`src/rtl/uc_multiciclo_if.sv`:
```
`default_nettype none
//------------------------------------------------------------------------------
// uc_multiciclo_if: control bus between the multicycle control unit and datapath.
// Rev 1.0
//------------------------------------------------------------------------------
interface uc_multiciclo_if #(
   parameter int INSTR_W = 32,
   parameter int IO_CH   = 2
);
   localparam int CH_W = (IO_CH > 1) ? $clog2(IO_CH) : 1;

   logic [INSTR_W-1:0] instrucao;
   logic [IO_CH-1:0]   sinal;
   logic               escreveIR;
   logic               escrevePC;
   logic [1:0]         opULA;
   logic [2:0]         desvio;
   logic               memReg;
   logic               escreveMem;
   logic               escreveReg;
   logic [1:0]         origULA;
   logic [1:0]         ext;
   logic               out;
   logic               in;
   logic               stop;
   logic               jal;
   logic               offset_register;
   logic               lpc;
   logic               spc;
   logic               nextProgram;
   logic               endProgram;
   logic [CH_W-1:0]    io_sel;
   logic               io_timeout;
   logic [2:0]         estado;

   modport master (
      input  instrucao, sinal,
      output escreveIR, escrevePC, opULA, desvio, memReg, escreveMem, escreveReg,
             origULA, ext, out, in, stop, jal, offset_register, lpc, spc,
             nextProgram, endProgram, io_sel, io_timeout, estado
   );

   modport slave (
      output instrucao, sinal,
      input  escreveIR, escrevePC, opULA, desvio, memReg, escreveMem, escreveReg,
             origULA, ext, out, in, stop, jal, offset_register, lpc, spc,
             nextProgram, endProgram, io_sel, io_timeout, estado
   );
endinterface
`default_nettype wire

```
`src/rtl/uc_multiciclo.sv`:
```
`default_nettype none
//------------------------------------------------------------------------------
// uc_multiciclo: Moore multicycle control unit (F/D/E/MEM/WB/IO_WAIT/HALT).
// Optional I/O wait timeout enabled by UC_IO_TIMEOUT_EN.  Rev 1.0
//------------------------------------------------------------------------------
module uc_multiciclo #(
   parameter int INSTR_W     = 32,
   parameter int IO_CH       = 2,
   parameter int MEM_LAT     = 1,
   parameter int TIMEOUT_CYC = 1024
) (
   input  wire logic       clock,
   input  wire logic       resetn,
   uc_multiciclo_if.master bus
);
   localparam int CH_W = (IO_CH > 1) ? $clog2(IO_CH) : 1;
   localparam int MC_W = (MEM_LAT > 1) ? $clog2(MEM_LAT) : 1;

   localparam logic [5:0] OP_R    = 6'h00, OP_ADDI = 6'h01, OP_SUBI = 6'h02,
                          OP_J    = 6'h03, OP_JR   = 6'h04, OP_BEQ  = 6'h05,
                          OP_BNE  = 6'h06, OP_BLT  = 6'h07, OP_BGT  = 6'h08,
                          OP_BLE  = 6'h09, OP_BGE  = 6'h0A, OP_LW   = 6'h0B,
                          OP_SW   = 6'h0C, OP_JAL  = 6'h0D, OP_OUT  = 6'h0E,
                          OP_IN   = 6'h0F, OP_HALT = 6'h11, OP_SPC  = 6'h21,
                          OP_LC   = 6'h2B, OP_SC   = 6'h2C, OP_LPC  = 6'h2F,
                          OP_NEXT = 6'h3F;

   typedef enum logic [2:0] {
      S_INIT = 3'd0, S_FETCH = 3'd1, S_DECODE = 3'd2, S_EXEC = 3'd3,
      S_MEM  = 3'd4, S_WB    = 3'd5, S_IO_WAIT = 3'd6, S_HALT = 3'd7
   } state_t;

   typedef struct packed {
      logic       escreveIR;
      logic       escrevePC;
      logic [1:0] opULA;
      logic [2:0] desvio;
      logic       memReg;
      logic       escreveMem;
      logic       escreveReg;
      logic [1:0] origULA;
      logic [1:0] ext;
      logic       out;
      logic       in;
      logic       stop;
      logic       jal;
      logic       offset_register;
      logic       lpc;
      logic       spc;
      logic       nextProgram;
      logic       endProgram;
   } ctrl_t;

   state_t          state_q, state_d;
   logic [5:0]      op_q, op_d;
   logic [CH_W-1:0] ch_q, ch_d;
   logic [IO_CH-1:0] prev_q;
   logic [MC_W-1:0] mem_cnt_q, mem_cnt_d;
   ctrl_t           ctrl_q;
   logic [CH_W-1:0] io_sel_q;

   logic [5:0]      op_in;
   logic [CH_W-1:0] ch_in;
   logic            confirm;
   logic            is_load;

   assign op_in   = bus.instrucao[INSTR_W-1 -: 6];
   assign ch_in   = bus.instrucao[CH_W-1:0];
   assign confirm = bus.sinal[ch_q] & ~prev_q[ch_q];
   assign is_load = (op_q == OP_LW) || (op_q == OP_LC);

   // Outputs are registered from the next state, so they line up with state_q.
   function automatic ctrl_t decode(input state_t s, input logic [5:0] op, input logic mem_first);
      ctrl_t c;
      c = '0;
      case (s)
         S_FETCH: begin
            c.escreveIR = 1'b1;
            c.escrevePC = 1'b1;
         end
         S_EXEC: begin
            case (op)
               OP_R:    c.opULA = 2'b01;
               OP_ADDI: begin c.origULA = 2'b01; c.opULA = 2'b11; end
               OP_SUBI: begin c.origULA = 2'b01; c.opULA = 2'b10; end
               OP_J:    begin c.desvio = 3'b001; c.ext = 2'b01; end
               OP_JR:   begin c.desvio = 3'b011; c.ext = 2'b01; end
               OP_JAL:  begin c.desvio = 3'b001; c.ext = 2'b01; c.jal = 1'b1; end
               OP_BEQ:  begin c.origULA = 2'b10; c.desvio = 3'b010; c.opULA = 2'b10; end
               OP_BNE:  begin c.origULA = 2'b10; c.desvio = 3'b100; c.opULA = 2'b10; end
               OP_BLT:  begin c.origULA = 2'b10; c.desvio = 3'b101; c.opULA = 2'b11; end
               OP_BGT:  begin c.origULA = 2'b10; c.desvio = 3'b101; c.opULA = 2'b10; end
               OP_BLE:  begin c.origULA = 2'b10; c.desvio = 3'b110; c.opULA = 2'b11; end
               OP_BGE:  begin c.origULA = 2'b10; c.desvio = 3'b110; c.opULA = 2'b10; end
               OP_LW, OP_LC, OP_SW, OP_SC: begin
                  c.origULA         = 2'b01;
                  c.opULA           = 2'b11;
                  c.offset_register = (op == OP_LC) || (op == OP_SC);
               end
               OP_LPC:  c.lpc = 1'b1;
               OP_SPC:  c.spc = 1'b1;
               OP_NEXT: c.nextProgram = 1'b1;
               default: c = '0;
            endcase
         end
         S_MEM: begin
            if (op == OP_LW || op == OP_LC || op == OP_SW || op == OP_SC) begin
               c.origULA         = 2'b01;
               c.opULA           = 2'b11;
               c.offset_register = (op == OP_LC) || (op == OP_SC);
               c.memReg          = (op == OP_LW) || (op == OP_LC);
               c.escreveMem      = ((op == OP_SW) || (op == OP_SC)) && mem_first;
            end
         end
         S_WB: begin
            case (op)
               OP_R:    begin c.opULA = 2'b01; c.escreveReg = 1'b1; end
               OP_ADDI: begin c.origULA = 2'b01; c.opULA = 2'b11; c.escreveReg = 1'b1; end
               OP_SUBI: begin c.origULA = 2'b01; c.opULA = 2'b10; c.escreveReg = 1'b1; end
               OP_LW, OP_LC: begin
                  c.origULA         = 2'b01;
                  c.opULA           = 2'b11;
                  c.memReg          = 1'b1;
                  c.escreveReg      = 1'b1;
                  c.offset_register = (op == OP_LC);
               end
               OP_IN: begin
                  c.ext = 2'b10; c.opULA = 2'b11; c.origULA = 2'b01; c.escreveReg = 1'b1;
               end
               default: c = '0;
            endcase
         end
         S_IO_WAIT: begin
            if (op == OP_OUT) begin
               c.out  = 1'b1;
               c.stop = 1'b1;
            end else if (op == OP_IN) begin
               c.in    = 1'b1;
               c.stop  = 1'b1;
               c.opULA = 2'b10;
            end
         end
         S_HALT:  c.endProgram = 1'b1;
         default: c = '0;
      endcase
      return c;
   endfunction

`ifdef UC_IO_TIMEOUT_EN
   localparam int TO_W = (TIMEOUT_CYC > 1) ? $clog2(TIMEOUT_CYC) : 1;
   logic [TO_W-1:0] to_cnt_q, to_cnt_d;
   logic            timeout_d, timeout_q;
`endif

   always_comb begin
      state_d   = state_q;
      op_d      = op_q;
      ch_d      = ch_q;
      mem_cnt_d = '0;
`ifdef UC_IO_TIMEOUT_EN
      to_cnt_d  = '0;
      timeout_d = 1'b0;
`endif
      case (state_q)
         S_INIT:  state_d = S_FETCH;
         S_FETCH: state_d = S_DECODE;
         S_DECODE: begin
            op_d = op_in;
            ch_d = ch_in;
            case (op_in)
               OP_OUT, OP_IN: state_d = (int'(ch_in) < IO_CH) ? S_IO_WAIT : S_EXEC;
               OP_HALT:       state_d = S_HALT;
               default:       state_d = S_EXEC;
            endcase
         end
         S_EXEC: begin
            case (op_q)
               OP_R, OP_ADDI, OP_SUBI:    state_d = S_WB;
               OP_LW, OP_LC, OP_SW, OP_SC: state_d = S_MEM;
               default:                   state_d = S_FETCH;
            endcase
         end
         S_MEM: begin
            if (mem_cnt_q == MC_W'(MEM_LAT - 1)) begin
               state_d = is_load ? S_WB : S_FETCH;
            end else begin
               mem_cnt_d = mem_cnt_q + 1'b1;
            end
         end
         S_WB: state_d = S_FETCH;
         S_IO_WAIT: begin
            // A confirm on the expiry cycle takes priority over the timeout.
            if (confirm) begin
               state_d = (op_q == OP_IN) ? S_WB : S_FETCH;
            end
`ifdef UC_IO_TIMEOUT_EN
            else if (to_cnt_q == TO_W'(TIMEOUT_CYC - 1)) begin
               state_d   = S_FETCH;
               timeout_d = 1'b1;
            end else begin
               to_cnt_d = to_cnt_q + 1'b1;
            end
`endif
         end
         S_HALT:  state_d = S_HALT;
         default: state_d = S_INIT;
      endcase
   end

   always_ff @(posedge clock or negedge resetn) begin
      if (!resetn) begin
         state_q   <= S_INIT;
         op_q      <= '0;
         ch_q      <= '0;
         prev_q    <= '0;
         mem_cnt_q <= '0;
         ctrl_q    <= '0;
         io_sel_q  <= '0;
`ifdef UC_IO_TIMEOUT_EN
         to_cnt_q  <= '0;
         timeout_q <= 1'b0;
`endif
      end else begin
         state_q   <= state_d;
         op_q      <= op_d;
         ch_q      <= ch_d;
         prev_q    <= bus.sinal;
         mem_cnt_q <= mem_cnt_d;
         ctrl_q    <= decode(state_d, op_d, (mem_cnt_d == '0));
         io_sel_q  <= (state_d == S_IO_WAIT) ? ch_d : '0;
`ifdef UC_IO_TIMEOUT_EN
         to_cnt_q  <= to_cnt_d;
         timeout_q <= timeout_d;
`endif
      end
   end

`ifdef UC_IO_TIMEOUT_EN
   assign bus.io_timeout = timeout_q;
`else
   assign bus.io_timeout = 1'b0;
`endif

   assign bus.escreveIR       = ctrl_q.escreveIR;
   assign bus.escrevePC       = ctrl_q.escrevePC;
   assign bus.opULA           = ctrl_q.opULA;
   assign bus.desvio          = ctrl_q.desvio;
   assign bus.memReg          = ctrl_q.memReg;
   assign bus.escreveMem      = ctrl_q.escreveMem;
   assign bus.escreveReg      = ctrl_q.escreveReg;
   assign bus.origULA         = ctrl_q.origULA;
   assign bus.ext             = ctrl_q.ext;
   assign bus.out             = ctrl_q.out;
   assign bus.in              = ctrl_q.in;
   assign bus.stop            = ctrl_q.stop;
   assign bus.jal             = ctrl_q.jal;
   assign bus.offset_register = ctrl_q.offset_register;
   assign bus.lpc             = ctrl_q.lpc;
   assign bus.spc             = ctrl_q.spc;
   assign bus.nextProgram     = ctrl_q.nextProgram;
   assign bus.endProgram      = ctrl_q.endProgram;
   assign bus.io_sel          = io_sel_q;
   assign bus.estado          = state_q;
endmodule
`default_nettype wire
```
`src/flat_wrapper.sv`:
```
// flat-port wrapper written by rule: the top's interface ports become plain ports
module uc_multiciclo_flat 
#(
   parameter int INSTR_W     = 32,
   parameter int IO_CH       = 2,
   parameter int MEM_LAT     = 1,
   parameter int TIMEOUT_CYC = 1024
)
  (clock, resetn, bus_instrucao, bus_sinal, bus_escreveIR, bus_escrevePC, bus_opULA, bus_desvio, bus_memReg, bus_escreveMem, bus_escreveReg, bus_origULA, bus_ext, bus_out, bus_in, bus_stop, bus_jal, bus_offset_register, bus_lpc, bus_spc, bus_nextProgram, bus_endProgram, bus_io_sel, bus_io_timeout, bus_estado);
  uc_multiciclo_if #(.INSTR_W(INSTR_W), .IO_CH(IO_CH)) bus_i ();
  input  wire logic clock;
  input  wire logic resetn;
  input wire logic [$bits(bus_i.instrucao)-1:0] bus_instrucao;
  input wire logic [$bits(bus_i.sinal)-1:0] bus_sinal;
  output wire logic [$bits(bus_i.escreveIR)-1:0] bus_escreveIR;
  output wire logic [$bits(bus_i.escrevePC)-1:0] bus_escrevePC;
  output wire logic [$bits(bus_i.opULA)-1:0] bus_opULA;
  output wire logic [$bits(bus_i.desvio)-1:0] bus_desvio;
  output wire logic [$bits(bus_i.memReg)-1:0] bus_memReg;
  output wire logic [$bits(bus_i.escreveMem)-1:0] bus_escreveMem;
  output wire logic [$bits(bus_i.escreveReg)-1:0] bus_escreveReg;
  output wire logic [$bits(bus_i.origULA)-1:0] bus_origULA;
  output wire logic [$bits(bus_i.ext)-1:0] bus_ext;
  output wire logic [$bits(bus_i.out)-1:0] bus_out;
  output wire logic [$bits(bus_i.in)-1:0] bus_in;
  output wire logic [$bits(bus_i.stop)-1:0] bus_stop;
  output wire logic [$bits(bus_i.jal)-1:0] bus_jal;
  output wire logic [$bits(bus_i.offset_register)-1:0] bus_offset_register;
  output wire logic [$bits(bus_i.lpc)-1:0] bus_lpc;
  output wire logic [$bits(bus_i.spc)-1:0] bus_spc;
  output wire logic [$bits(bus_i.nextProgram)-1:0] bus_nextProgram;
  output wire logic [$bits(bus_i.endProgram)-1:0] bus_endProgram;
  output wire logic [$bits(bus_i.io_sel)-1:0] bus_io_sel;
  output wire logic [$bits(bus_i.io_timeout)-1:0] bus_io_timeout;
  output wire logic [$bits(bus_i.estado)-1:0] bus_estado;
  assign bus_i.instrucao = bus_instrucao;
  assign bus_i.sinal = bus_sinal;
  assign bus_escreveIR = bus_i.escreveIR;
  assign bus_escrevePC = bus_i.escrevePC;
  assign bus_opULA = bus_i.opULA;
  assign bus_desvio = bus_i.desvio;
  assign bus_memReg = bus_i.memReg;
  assign bus_escreveMem = bus_i.escreveMem;
  assign bus_escreveReg = bus_i.escreveReg;
  assign bus_origULA = bus_i.origULA;
  assign bus_ext = bus_i.ext;
  assign bus_out = bus_i.out;
  assign bus_in = bus_i.in;
  assign bus_stop = bus_i.stop;
  assign bus_jal = bus_i.jal;
  assign bus_offset_register = bus_i.offset_register;
  assign bus_lpc = bus_i.lpc;
  assign bus_spc = bus_i.spc;
  assign bus_nextProgram = bus_i.nextProgram;
  assign bus_endProgram = bus_i.endProgram;
  assign bus_io_sel = bus_i.io_sel;
  assign bus_io_timeout = bus_i.io_timeout;
  assign bus_estado = bus_i.estado;
  uc_multiciclo #(.INSTR_W(INSTR_W), .IO_CH(IO_CH), .MEM_LAT(MEM_LAT), .TIMEOUT_CYC(TIMEOUT_CYC)) u_core (.clock(clock), .resetn(resetn), .bus(bus_i));
endmodule
```
`config.mk`:
```
export PLATFORM = sky130hd
export DESIGN_NAME = uc_multiciclo_flat
export DESIGN_NICKNAME = d
export VERILOG_FILES = /design/src/rtl/uc_multiciclo_if.sv /design/src/rtl/uc_multiciclo.sv /design/src/flat_wrapper.sv
export SDC_FILE = /design/constraint.sdc
export NUM_CORES = 1
export LEC_CHECK = 0
export ABC_AREA = 1
export ABC_CLOCK_PERIOD_IN_PS = 4600
export BUFFER_PORTS_ARGS = -buffer_cell sky130_fd_sc_hd__buf_2
export CAP_MARGIN = 0
export CORE_UTILIZATION = 35
export CTS_CLUSTER_SIZE = 28
export DETAILED_ROUTE_END_ITERATION = 6
export GPL_ROUTABILITY_DRIVEN = 0
export GPL_TIMING_DRIVEN = 0
export SYNTH_ARGS = -nofsm -noshare
export SYNTH_HDL_FRONTEND = slang
export SYNTH_SLANG_ARGS = --single-unit
```
`constraint.sdc`:
```
create_clock -name clock -period 4.6 [get_ports clock]
set_input_delay 0.92 -clock clock [delete_from_list [all_inputs] [get_ports clock]]
set_output_delay 0.92 -clock clock [all_outputs]
set_load 0.01 [all_outputs]
```
Word-level counts from Yosys, hierarchy flattened

Index checks and enable logic that the tools add are counted.

Logic and storage cells: 151
Input port bits: 36
Register bits: 37
Output and inout port bits: 28

Add/sub/neg operators: 1
Mux-type cells: 52
Reduce and logical (&&, ||, !) cells: 27
Bitwise logic cells: 3
Eq/ne operators: 43
$lt $le $gt $ge: 1

Operators with widths:

| cell                                                | count |
|---|---|
| equality test 6 x 4 -> 1 bit, second input constant | 13 |
| equality test 6 bit, second input constant          | 7 |
| 2-to-1 mux 1 bit                                    | 26 |
| equality test 3 bit, second input constant          | 8 |
| equality test 6 x 3 -> 1 bit, second input constant | 4 |
| 2-to-1 mux 3 bit                                    | 7 |
| one-hot mux 3 bit (7 select lines)                  | 1 |
| equality test 6 x 2 -> 1 bit, second input constant | 3 |
| one-hot mux 2 bit (3 select lines)                  | 3 |
| one-hot mux 3 bit (6 select lines)                  | 1 |
| OR reduction 6 bit                                  | 3 |
| equality test 6 x 1 -> 1 bit, second input constant | 2 |
| logical NOT 6 bit                                   | 2 |
| 2-to-1 mux 2 bit                                    | 6 |
| one-hot mux 2 bit (2 select lines)                  | 3 |
| one-hot mux 3 bit (2 select lines)                  | 2 |
| OR reduction 2 bit                                  | 6 |
| OR reduction 4 bit                                  | 3 |
| OR reduction 5 bit                                  | 2 |
| equality test 3 x 2 -> 1 bit, second input constant | 3 |
| one-hot mux 2 bit (4 select lines)                  | 1 |
| OR reduction 7 bit                                  | 1 |
| equality test 3 x 1 -> 1 bit, second input constant | 2 |
| equality test 6 x 5 -> 1 bit, second input constant | 1 |
| 10 further kinds                                    | 17 |

Longest topological paths before layout

Gate-level depths: netlist of run 1.

Depth in word-level cells: 8
Gate-level depth with buffers: 13
Gate-level depth less buffers: 13

Worst setup path before layout of run 1

No wires, ideal clock.

Path type: input to register
Start point: input port bus_sinal[1]
End point: register u_core.ctrl_q (netlist bit u_core.bus.origULA[0])
Path buffers: 0
Setup time: 129 ps
Required time: 4471 ps
Data arrival time: 1845 ps
Slack: 2626 ps
Cell stages on the path: 11
Cell sequence: inv_1 -> o21ai_0 -> nand2_1 -> nand2_1 -> nand2_1 -> inv_1 -> nand3_2 -> nand2_1 -> clkinv_1 -> o21ai_0 -> nand3_1

Word-level cells in the longest chain between the ends: 7
Elaborated cells on any way between the ends: 9
Classes of those cells: 3 x eq/ne; 5 x mux; 1 x bitwise

Ends and longest elaborated chain:

| element                                                                    | RTL line             | source |
|---|---|---|
| from (decl)                                                                | flat_wrapper.sv:14   | `input wire logic [$bits(bus_i.sinal)-1:0] bus_sinal;` |
| 2-to-1 mux 1 bit (implied by the code) * (2 in series)                     | uc_multiciclo.sv:69  | `assign confirm = bus.sinal[ch_q] & ~prev_q[ch_q];` |
| bitwise AND 1 bit *                                                        | uc_multiciclo.sv:69  |  |
| 2-to-1 mux 3 bit *                                                         | uc_multiciclo.sv:193 | `if (confirm) begin` |
| one-hot mux 3 bit (7 select lines) *                                       | uc_multiciclo.sv:164 | `case (state_q)` |
| equality test 3 bit / equality test 3 x 2 -> 1 bit (equally long branches) | uc_multiciclo.sv:76  | `case (s)` |
| one-hot mux 2 bit (3 select lines) *                                       | uc_multiciclo.sv:76  |  |
| to (signal assigned)                                                       | uc_multiciclo.sv:229 | `ctrl_q <= decode(state_d, op_d, (mem_cnt_d == '0));` |
| to (decl)                                                                  | uc_multiciclo.sv:59  | `ctrl_t ctrl_q;` |

Mark *: on every way between the ends. The rest lies on a longest branch, timed or not. The select of a mux whose other input is x is not followed.

Worst setup path in the final report of run 1

Start point: input port bus_sinal[0]
End point: register u_core.ctrl_q (netlist bit u_core.bus.origULA[0])

Same word-level chain as after synthesis.

==> results of run 1 <==
==> worst register-to-register path: cells and delay by family, from the launching register on <==
family	cells	cell delay, ns
DFF	1	0.45
and+or+nand+nor	3	0.38
buffers and inverters	3	0.38
AOI/OAI and AO/OA	3	0.69
==> logic make-up after synthesis <==
group / after synthesis
compound gates: 17
other cells: 1
flops: 35
simple gates: 176
buf+inv: 43
==> Yosys cell counts, drive strengths merged <==
cell type and number:
clkinv 2, inv 36, o31ai 1, conb 1
o21ai 13, dfrtp 35, nand3 37, nand2 77
a31oi 2, nor3b 1, buf 5, a21oi 1
nor3 6, nor2 49, or2 1, nand4 4
nor4 1
==> layer usage <==
| metal | track usage [%] | part of all wire, % | up-vias |
|---|---|---|---|
| li1 | - | - | 939 |
| met1 | 22.7 | 48 | 830 |
| met2 | 27.5 | 44 | 65 |
| met3 | 4.19 | 6.0 | 11 |
| met4 | 7.69 | 2.2 | 0 |
| met5 | 0 | 0 | - |
==> final cells by class <==
cell class	count	area share [%]
Buffer	5	1.96
Sequential cell	35	38.2
Clock buffer	7	3.33
Multi-Input combinational cell	194	38.2
Clock inverter	1	0.218
Tap cell	70	3.82
Timing Repair Buffer	37	8.07
Inverter	38	6.22
==> worst paths after layout <==
kind,endpoint,start,cells past startpoint,slack [ns]
worst max-delay path,u_core.bus.origULA[0],bus_sinal[0],12,2.55
worst min-delay path,u_core.op_q[5],u_core.op_q[5],2,0.60
worst max register to register,u_core.bus.origULA[1],u_core.bus.estado[0],9,2.59
worst min register to register,u_core.op_q[5],u_core.op_q[5],2,0.60
max in group asynchronous,u_core.bus.opULA[0],resetn,1,3.41
min in group asynchronous,u_core.prev_q[0],resetn,1,0.69
==> per-stage QoR <==
| step | instance area (µm²) | util, % |
|---|---|---|
| global route | 2290 | 43.8 |
| detailed placement | 2210 | 42.2 |
| global placement | 2210 | 42.2 |
| finish | 2290 | 43.8 |
| floorplan | 1940 | - |
| CTS | 2290 | 43.8 |
==> registers in the layout (all words and copies together), names as in the netlist, 2 cells and up <==
| signal | flops |
|---|---|
| u_core.bus.estado | 3 |
| u_core.bus.opULA | 2 |
| u_core.bus.desvio | 3 |
| u_core.op_q | 6 |
| u_core.bus.origULA | 2 |
| u_core.bus.ext | 2 |
| u_core.prev_q | 2 |
==> report_power, final <==
| part | internal, mW | switching [mW] |
|---|---|---|
| Combinational | 0.00476 | 0.0111 |
| Sequential | 0.309 | 0.000207 |
| Clock | 0.106 | 0.104 |
| Total | 0.419 | 0.115 |
==> summary.md, run 1 <==
The routed design has 4570 µm of wire. The run gives 45.2% as the sequential element share of the synthesized area. For the worst setup path, the data required time is 4.76 ns. For the detailed-route DRC error count, the log shows 0.

The maximum root-to-sink buffer count is 2. The critical-path maximum fanout was 4. Global routing used 17.5% of the available tracks. The synthesized-area fraction occupied by adder cells was 0%. Of the post-synthesis cell area, the part taken by muxes is 0%.

Synthesis inferred 35 register bits. CTS built an H-tree with a depth of 2. The logs give 2.21 ns for the data arrival time of the critical path and 117 for the DRC marker count from the first detailed-route iteration.

The final critical path takes up 44.6% of the cycle. The logs give 1940 µm² for the mapped cell area and 876 µm² for the footprint of the flip-flops and latches. By area the synthesized netlist is led by sky130_fd_sc_hd__dfrtp_1, sky130_fd_sc_hd__nand2_1, sky130_fd_sc_hd__nand3_1. The kind of cell adding the most delay to the critical path is simple AND/OR/NAND/NOR gates. The yosys synthesis warning count is 0. The largest family of logic cells by synthesized area was simple AND/OR/NAND/NOR gates.

The detailed-route vias per instance works out to 4.77. The floorplan step set the die height to 76.4 µm. The tool flagged a number of max-cap violations equal to 0. Walking the worst path, the cells encountered are buf_2, inv_1, o21ai_0, nand2_1, nand2_1, nand2_1, inv_1, nand3_2, nand2_1, clkinv_1, o21ai_0, nand3_1. The run gives 5 as the TritonCTS buffer count.

The run gives 387 as the number of standard cells in the layout, taps in and fillers out. Detailed placer's ending HPWL: 3540 µm. Setup repair after global routing left no endpoint under its margin.

The biggest cell delay along the critical path is 0.23 ns. STA classifies the critical path endpoint as a flip-flop. The number of buffers inserted by port buffering is 37, and the xor/xnor cell area share of the yosys netlist is 0%. The number of gates resized after CTS was 0. The multi-input combinational cells in the finished layout cover a total of 876 µm². For the number of max-slew violations in the final report, the log shows 0. The initial utilization of the core area, before any placement, comes to 37.0%. The number of vias after detailed routing came out at 1,845.

The detailed-router iteration count before antenna repair is 4. The number of global-route vias before repair was 1,752; the minimum clock period was 2.05 ns. The run finished with clean final reports. The initialized floorplan defines 26 standard-cell rows. The final setup slack of the worst path came out at 2.55 ns. The tools report the root buffer cell as sky130_fd_sc_hd__clkbuf_8. The number of ports placed on the die boundary was 64; the post-route worst hold slack was 0.601 ns. After synthesis, the mean cell area works out to 7.13 µm². The area fraction in and, or, nand and nor cells after synthesis is 40.1%, and the leakage power is 1.35 nW. The tools report the highest clock frequency the design can meet as 487 MHz. Synthesized netlist net count: 308. The post-synthesis cell type with the largest combined area is sky130_fd_sc_hd__dfrtp_1.

Most common cell after layout, fill and taps aside: sky130_fd_sc_hd__nand2_1. The tools report the number of antenna cells inserted as 0. The design draws 535 µW. Timing analysis after detailed placement gives a worst setup slack of 2.28 ns. Power spread over the standard cell area amounts to 233 nW/µm². Summing the areas of all compound-gate instances in the mapped netlist gives 4.84% of the synthesized area.

For the final routed database, the setup TNS stands at 0 ns. The count of nets left with antenna violations once routing finished came out at 0. Setup violations remaining at the end of the flow were counted as 0. The tools report the fill cell instance count of the final layout as 556. The worst setup path is launched from an input port. For the pin with the worst max-slew slack, the measured transition is 0.756 ns. The overall die width was 76.4 µm. The final layout contains 352 nets. The floorplan die area came out at 5840 µm². The tree built by TritonCTS fans out to 35 sinks. TritonCTS built the clock tree.

For the cell count after placement, the log shows 379. The tools report the worst ir drop on vdd as 0.0992 mV. The clock-pin slew on the worst setup and hold paths is 0.07 ns. The post-route netlist has 20.5% of its cells at a drive strength greater than 1. Among all stages on the critical path, the largest delay is contributed by sky130_fd_sc_hd__o21ai_0. After clock tree synthesis, the setup repair step added 0 buffers.

After synthesis, the netlist uses 25 different library cells. In this run, post-CTS hold repair placed 0 buffers. The total area inside the core boundary comes to 5240 µm². By instance count, the cell type seen most on the critical path is sky130_fd_sc_hd__nand2_1.

The clock latency reported for the late side of the worst-skew pair is 0.29 ns. The critical path in this run is classified as input port to flip-flop. After global routing the overflow that remains totals 0.

In this run the tightest slew margin relative to its limit is 49.6%. Entering global routing, the biggest net connects 36 pins. Between clock sinks in the finished design, the worst skew comes to 0.00636 ns.

The top cell types in the final layout, fill and taps aside, are sky130_fd_sc_hd__nand2_1, sky130_fd_sc_hd__nor2_1, sky130_fd_sc_hd__buf_2. The top cell type by area accounts for 45.2% of the synthesized area. For the total count of hold-check failures in the final report, the log shows 0. The min-delay analysis places its worst path in the category flip-flop to flip-flop. The number of buffer and inverter instances along the worst setup path was 4.

For the first-pass GRT wire length, the log shows 8070 µm. The number of instances in the synthesized netlist came out at 272. The number of antenna violations at the first check in global routing was 0; the average wire length per cell after detail routing was 11.8 µm.

The area growth from synthesis to final layout works out to 18.3%.
Note: power is estimated with default switching activity, not from simulation.
==> run 2, diff against run 1 <==
--- a/config.mk
+++ b/config.mk
@@ -5,8 +5,8 @@
 export SDC_FILE = /design/constraint.sdc
 export NUM_CORES = 1
 export LEC_CHECK = 0
-export ABC_AREA = 1
-export ABC_CLOCK_PERIOD_IN_PS = 4600
+export ABC_AREA = 0
+export ABC_CLOCK_PERIOD_IN_PS = 2000
 export BUFFER_PORTS_ARGS = -buffer_cell sky130_fd_sc_hd__buf_2
 export CAP_MARGIN = 0
 export CORE_UTILIZATION = 35
==> constraint.sdc (replaced) <==
create_clock -name clock -period 2 [get_ports clock]
set_input_delay 0.4 -clock clock [delete_from_list [all_inputs] [get_ports clock]]
set_output_delay 0.4 -clock clock [all_outputs]
set_load 0.01 [all_outputs]
==> run 2 against run 1 <==
  * The run now ends with negative setup slack left
  * Design area grew 42%
  * Combinational power grew to 230 times the previous value
  * Register-to-register slack lost 2.8 ns
  * Sequential power grew to 3.3 times the previous value
  * Utilization grew 10 points
  * Non-clock buffer count grew 48
  * Flip-flop and latch count is the same
  * Cell count grew 3.9%
  * Sequential share of layout area shrank 11 points
  * First-iteration DRC count grew 46%
  * Count of clock-buffer cells in the layout shrank 1
  * Worst hold slack lost 0.43 ns
==> summary.md, run 2 <==
Synthesis handed over a netlist of 253 instances. The synthesized-area fraction occupied by adder cells came out at 0%. In the post-synthesis netlist, the biggest area contributors are sky130_fd_sc_hd__dfrtp_1, sky130_fd_sc_hd__a21oi_1, sky130_fd_sc_hd__nor3_1. The number of ports placed on the die boundary was 64. Sequential cells were found to cover 39.7% of the synthesized design area.

The die covers 6620 µm². The final setup slack of the worst path is -0.206 ns, and the compound-gate portion of the synthesized area is 18.1%. The mean instance size in the synthesized netlist is 8.71 µm². The run gives 2 as the H-tree depth.

After synthesis, the share of cell area in mux cells is 4.09%. The xor/xnor cell area share of the yosys netlist came out at 1.59%. The worst setup path is captured at a flip-flop. The global-route congestion overflow total was 0.

Registers are responsible for 18.6% of the overall power. The run gives 2.46 mW as the switching power summed over all nets. In this run the remaining antenna-violating nets after routing total 0. The number of enable flip-flop cells after synthesis is 0. The DRC marker count from the first detailed-route iteration came out at 171. The die is 81.4 µm wide. The count of state elements after synthesis was 35; the routed wire length was 7470 µm. VDD sags by at most 0.737 mV. In this run the worst path has a maximum fanout of 5. The largest register by flop count was u_core.op_q.

Combinational logic burns 69.1% of the power. The number of buffers inserted by port buffering came out at 37. Headroom to the max-slew limit came out at 49.8%.

Global routing used 22.7% of the available tracks. Counting every net in the synthesized netlist gives 289. Setup repair after global routing could not meet its margin everywhere. Clock net sink count: 35. The logs give 0.171 ns for the post-route worst hold slack and 11,200 µm for the first-pass GRT wire length. Relative to the synthesized area, the layout overhead comes to 47.4%.

The minimum clock period came out at 2.21 ns. The repair_antennas step left the layout with diodes totalling 0. In this run switching power makes up 45.5% of total power. The multi-input combinational cells in the finished layout cover a total of 1490 µm².

The library cells used most frequently in the layout, excluding fill and tap cells, are sky130_fd_sc_hd__buf_2, sky130_fd_sc_hd__dfrtp_1, sky130_fd_sc_hd__buf_4. The clock latency reported for the late side of the worst-skew pair was 0.29 ns; the average wire length per cell after detail routing was 18.6 µm. The tools report the unique cell type count in the Yosys netlist as 56.

sky130_fd_sc_hd__dfrtp_1 takes more of the synthesized area than any other cell. The final reports fail on negative setup slack. Based on the critical path, the design can be clocked at up to 453 MHz.

Dividing the detail-routed via count by the number of cells gives 5.84. The clock-pin slew on the worst setup and hold paths is 0.07 ns, and the maximum number of pins on one net before global-route repair is 36. In this run the critical register-to-register path is launched from u_core.bus.estado[0].

After routing, the total negative slack on setup checks comes to -1.56 ns. Internal power comes to 2.94 mW. The most common cell after layout, fill and taps aside was sky130_fd_sc_hd__buf_2. The worst register-to-register path ends at u_core.bus.opULA[0]. The number of cells on the worst reg-to-reg path is 6. The final number of setup-violating endpoints is 14. The tools report the nature of the critical path startpoint as a flip-flop.

Detailed placement ended at an HPWL of 4590 µm. The number of global-route vias before repair was 2,244. After floorplanning, the core was divided into 28 placement rows. The synthesized netlist devotes 29.6% of its cell area to simple gates. Fraction of synthesized cell area taken by the top area cell type: 39.7%. The logs give 0 for the detailed-route DRC error count and 5 for the TritonCTS buffer count. The clock network burns 12.3% of the power. The worst setup path is of the flip-flop to flip-flop kind. After detailed placement, the total cell area comes to 2480 µm². The worst register-to-register path has a setup slack of -0.21 ns. Most common cell in the synthesized netlist: sky130_fd_sc_hd__dfrtp_1.

The tool flagged a number of max-cap violations equal to 0. The die is 81.4 µm tall. The total count of hold-check failures in the final report is 0. The post-route netlist has 45.6% of its cells at a drive strength greater than 1. The Yosys step of the flow raised 0 warnings. Of the available clock period, the critical path in the final layout requires 110%. The flow ran to the end, but the final reports show violations. Counting flops with an async set or reset pin after synthesis yields a share of 100%.

In this run, post-CTS hold repair placed 0 buffers. At the pin with the least slew margin, the transition time is 0.753 ns. The run gives 0 as the number of antenna violations at the first check in global routing. Summing all flip-flop and latch instances after layout gives 877 µm².

Among all flip-flop cells after synthesis, the most frequent one is sky130_fd_sc_hd__dfrtp_1. The region available for standard cell placement spans 5990 µm². The analysis attributes to cell leakage a power of 1.43 nW.

TritonCTS built the clock tree. In this run the clock root is driven by a sky130_fd_sc_hd__clkbuf_8. Counting the fill cells in the layout gives 524.

The number of max-slew violations in the final report is 0, and the data arrival time of the critical path is 2.44 ns. The register with the most flip-flops in the layout has 6 of them. The net count of the finished layout is 362. On the final layout, the worst clock skew is 0.00392 ns. The first detailed-routing pass ran for 5 iterations. Mapped cell area: 2200 µm².

After synthesis, the most frequently instantiated cells are sky130_fd_sc_hd__dfrtp_1, sky130_fd_sc_hd__a21oi_1, sky130_fd_sc_hd__nand2_1, sky130_fd_sc_hd__nor3_1, sky130_fd_sc_hd__nor2_1. The number of vias after detailed routing was 2,349; the final instance area was 3250 µm². In this run the deepest clock path goes through 2 buffers. The tightest min-delay check is of the input port to async pin type. For the starting density of the core, the log shows 36.8%. Required time at the worst-slack endpoint: 2.23 ns. After synthesis, the largest family of logic cells by area is simple AND/OR/NAND/NOR gates.

For this design the ratio of total power to cell area is 1660 nW/µm².
[run 2: changes by cell type after synthesis, sizes merged, moves of 8 or more]
cell / change
nand3: -30
a21oi: +20
inv: -31
nor2: -30
nand2: -57
nor2b: +8
nor3: +14
clkbuf: +10
buf: +9
[run 2: logic make-up (layout without fill, tap and decap cells)]
group,Yosys count,after routing
simple gates,117,117
compound gates,60,60
flops,35,35
buf+inv,29,103
mux,7,7
xor+xnor,4,4
other cells,1,1
[run 2: area by class of cell]
type,count,share of cell area [%]
Clock buffer,6,2.54
Sequential cell,35,27.0
Multi-Input combinational cell,189,45.8
Buffer,22,4.97
Timing Repair Buffer,68,15.1
Clock inverter,2,1.08
Inverter,5,0.654
Tap cell,75,2.89
[run 2: how the worst max path moves through the flow]
| stage | slack (ns) | from | end | cells past startpoint |
|---|---|---|---|---|
| after floorplan | -0.17 | u_core.bus.estado[2] | u_core.bus.opULA[0] | 7 |
| after global placement | -0.69 | bus_instrucao[28] | u_core.bus.origULA[0] | 8 |
| after detailed placement | -0.73 | bus_instrucao[28] | u_core.bus.origULA[0] | 8 |
| after CTS | -0.26 | u_core.bus.estado[2] | u_core.bus.opULA[0] | 7 |
| after global routing | -0.27 | u_core.bus.estado[0] | u_core.bus.opULA[1] | 7 |
| final | -0.21 | u_core.bus.estado[0] | u_core.bus.opULA[0] | 6 |
[run 2: metal layers]
metal | up-vias | routed length [µm] | GRT usage [%]
met5 | - | 0 | 0
met2 | 129 | 3620 | 36.4
li1 | 1068 | - | -
met3 | 26 | 611 | 6.40
met4 | 0 | 240 | 11.3
met1 | 1126 | 3000 | 27.7
[run 2: what timing repair did]
action | in CTS | in global routing
cloned | 2 | 0
pin swaps | 8 | 19
setup endpoints to repair | 23 | 23
setup buffers | 16 | 14
gates resized for setup | 45 | 52
[run 2: metrics by stage]
step | power (mW) | setup WS [ns] | util (%) | cells
5_1_grt | 5.70 | -0.268 | 54.3 | 402
3_5_place_dp | 3.28 | -0.730 | 41.5 | 365
6_report | 5.40 | -0.206 | 54.3 | 402
2_1_floorplan | 2.65 | -0.172 | - | 253
3_3_place_gp | 3.28 | -0.688 | 41.5 | 365
4_1_cts | 4.62 | -0.264 | 49.1 | 391
[run 2: power by group through the flow]
stage | clock network (mW) | logic, mW | registers [mW]
finish | 0.664 | 3.73 | 1.01
global route | 0.703 | 3.97 | 1.03
CTS | 0.666 | 2.98 | 0.975
detailed placement | 0 | 2.30 | 0.979
global placement | 0 | 2.30 | 0.979
floorplan | 0 | 1.64 | 1.00
[run 2: critical path, cell delays in order, from the launching register on]
cell and delay, ns:
sky130_fd_sc_hd__dfrtp_1 0.43, sky130_fd_sc_hd__or3b_4 0.47, sky130_fd_sc_hd__buf_8 0.16, sky130_fd_sc_hd__mux2_4 0.34, sky130_fd_sc_hd__buf_6 0.15, sky130_fd_sc_hd__or4b_4 0.51, sky130_fd_sc_hd__nand3_2 0.08
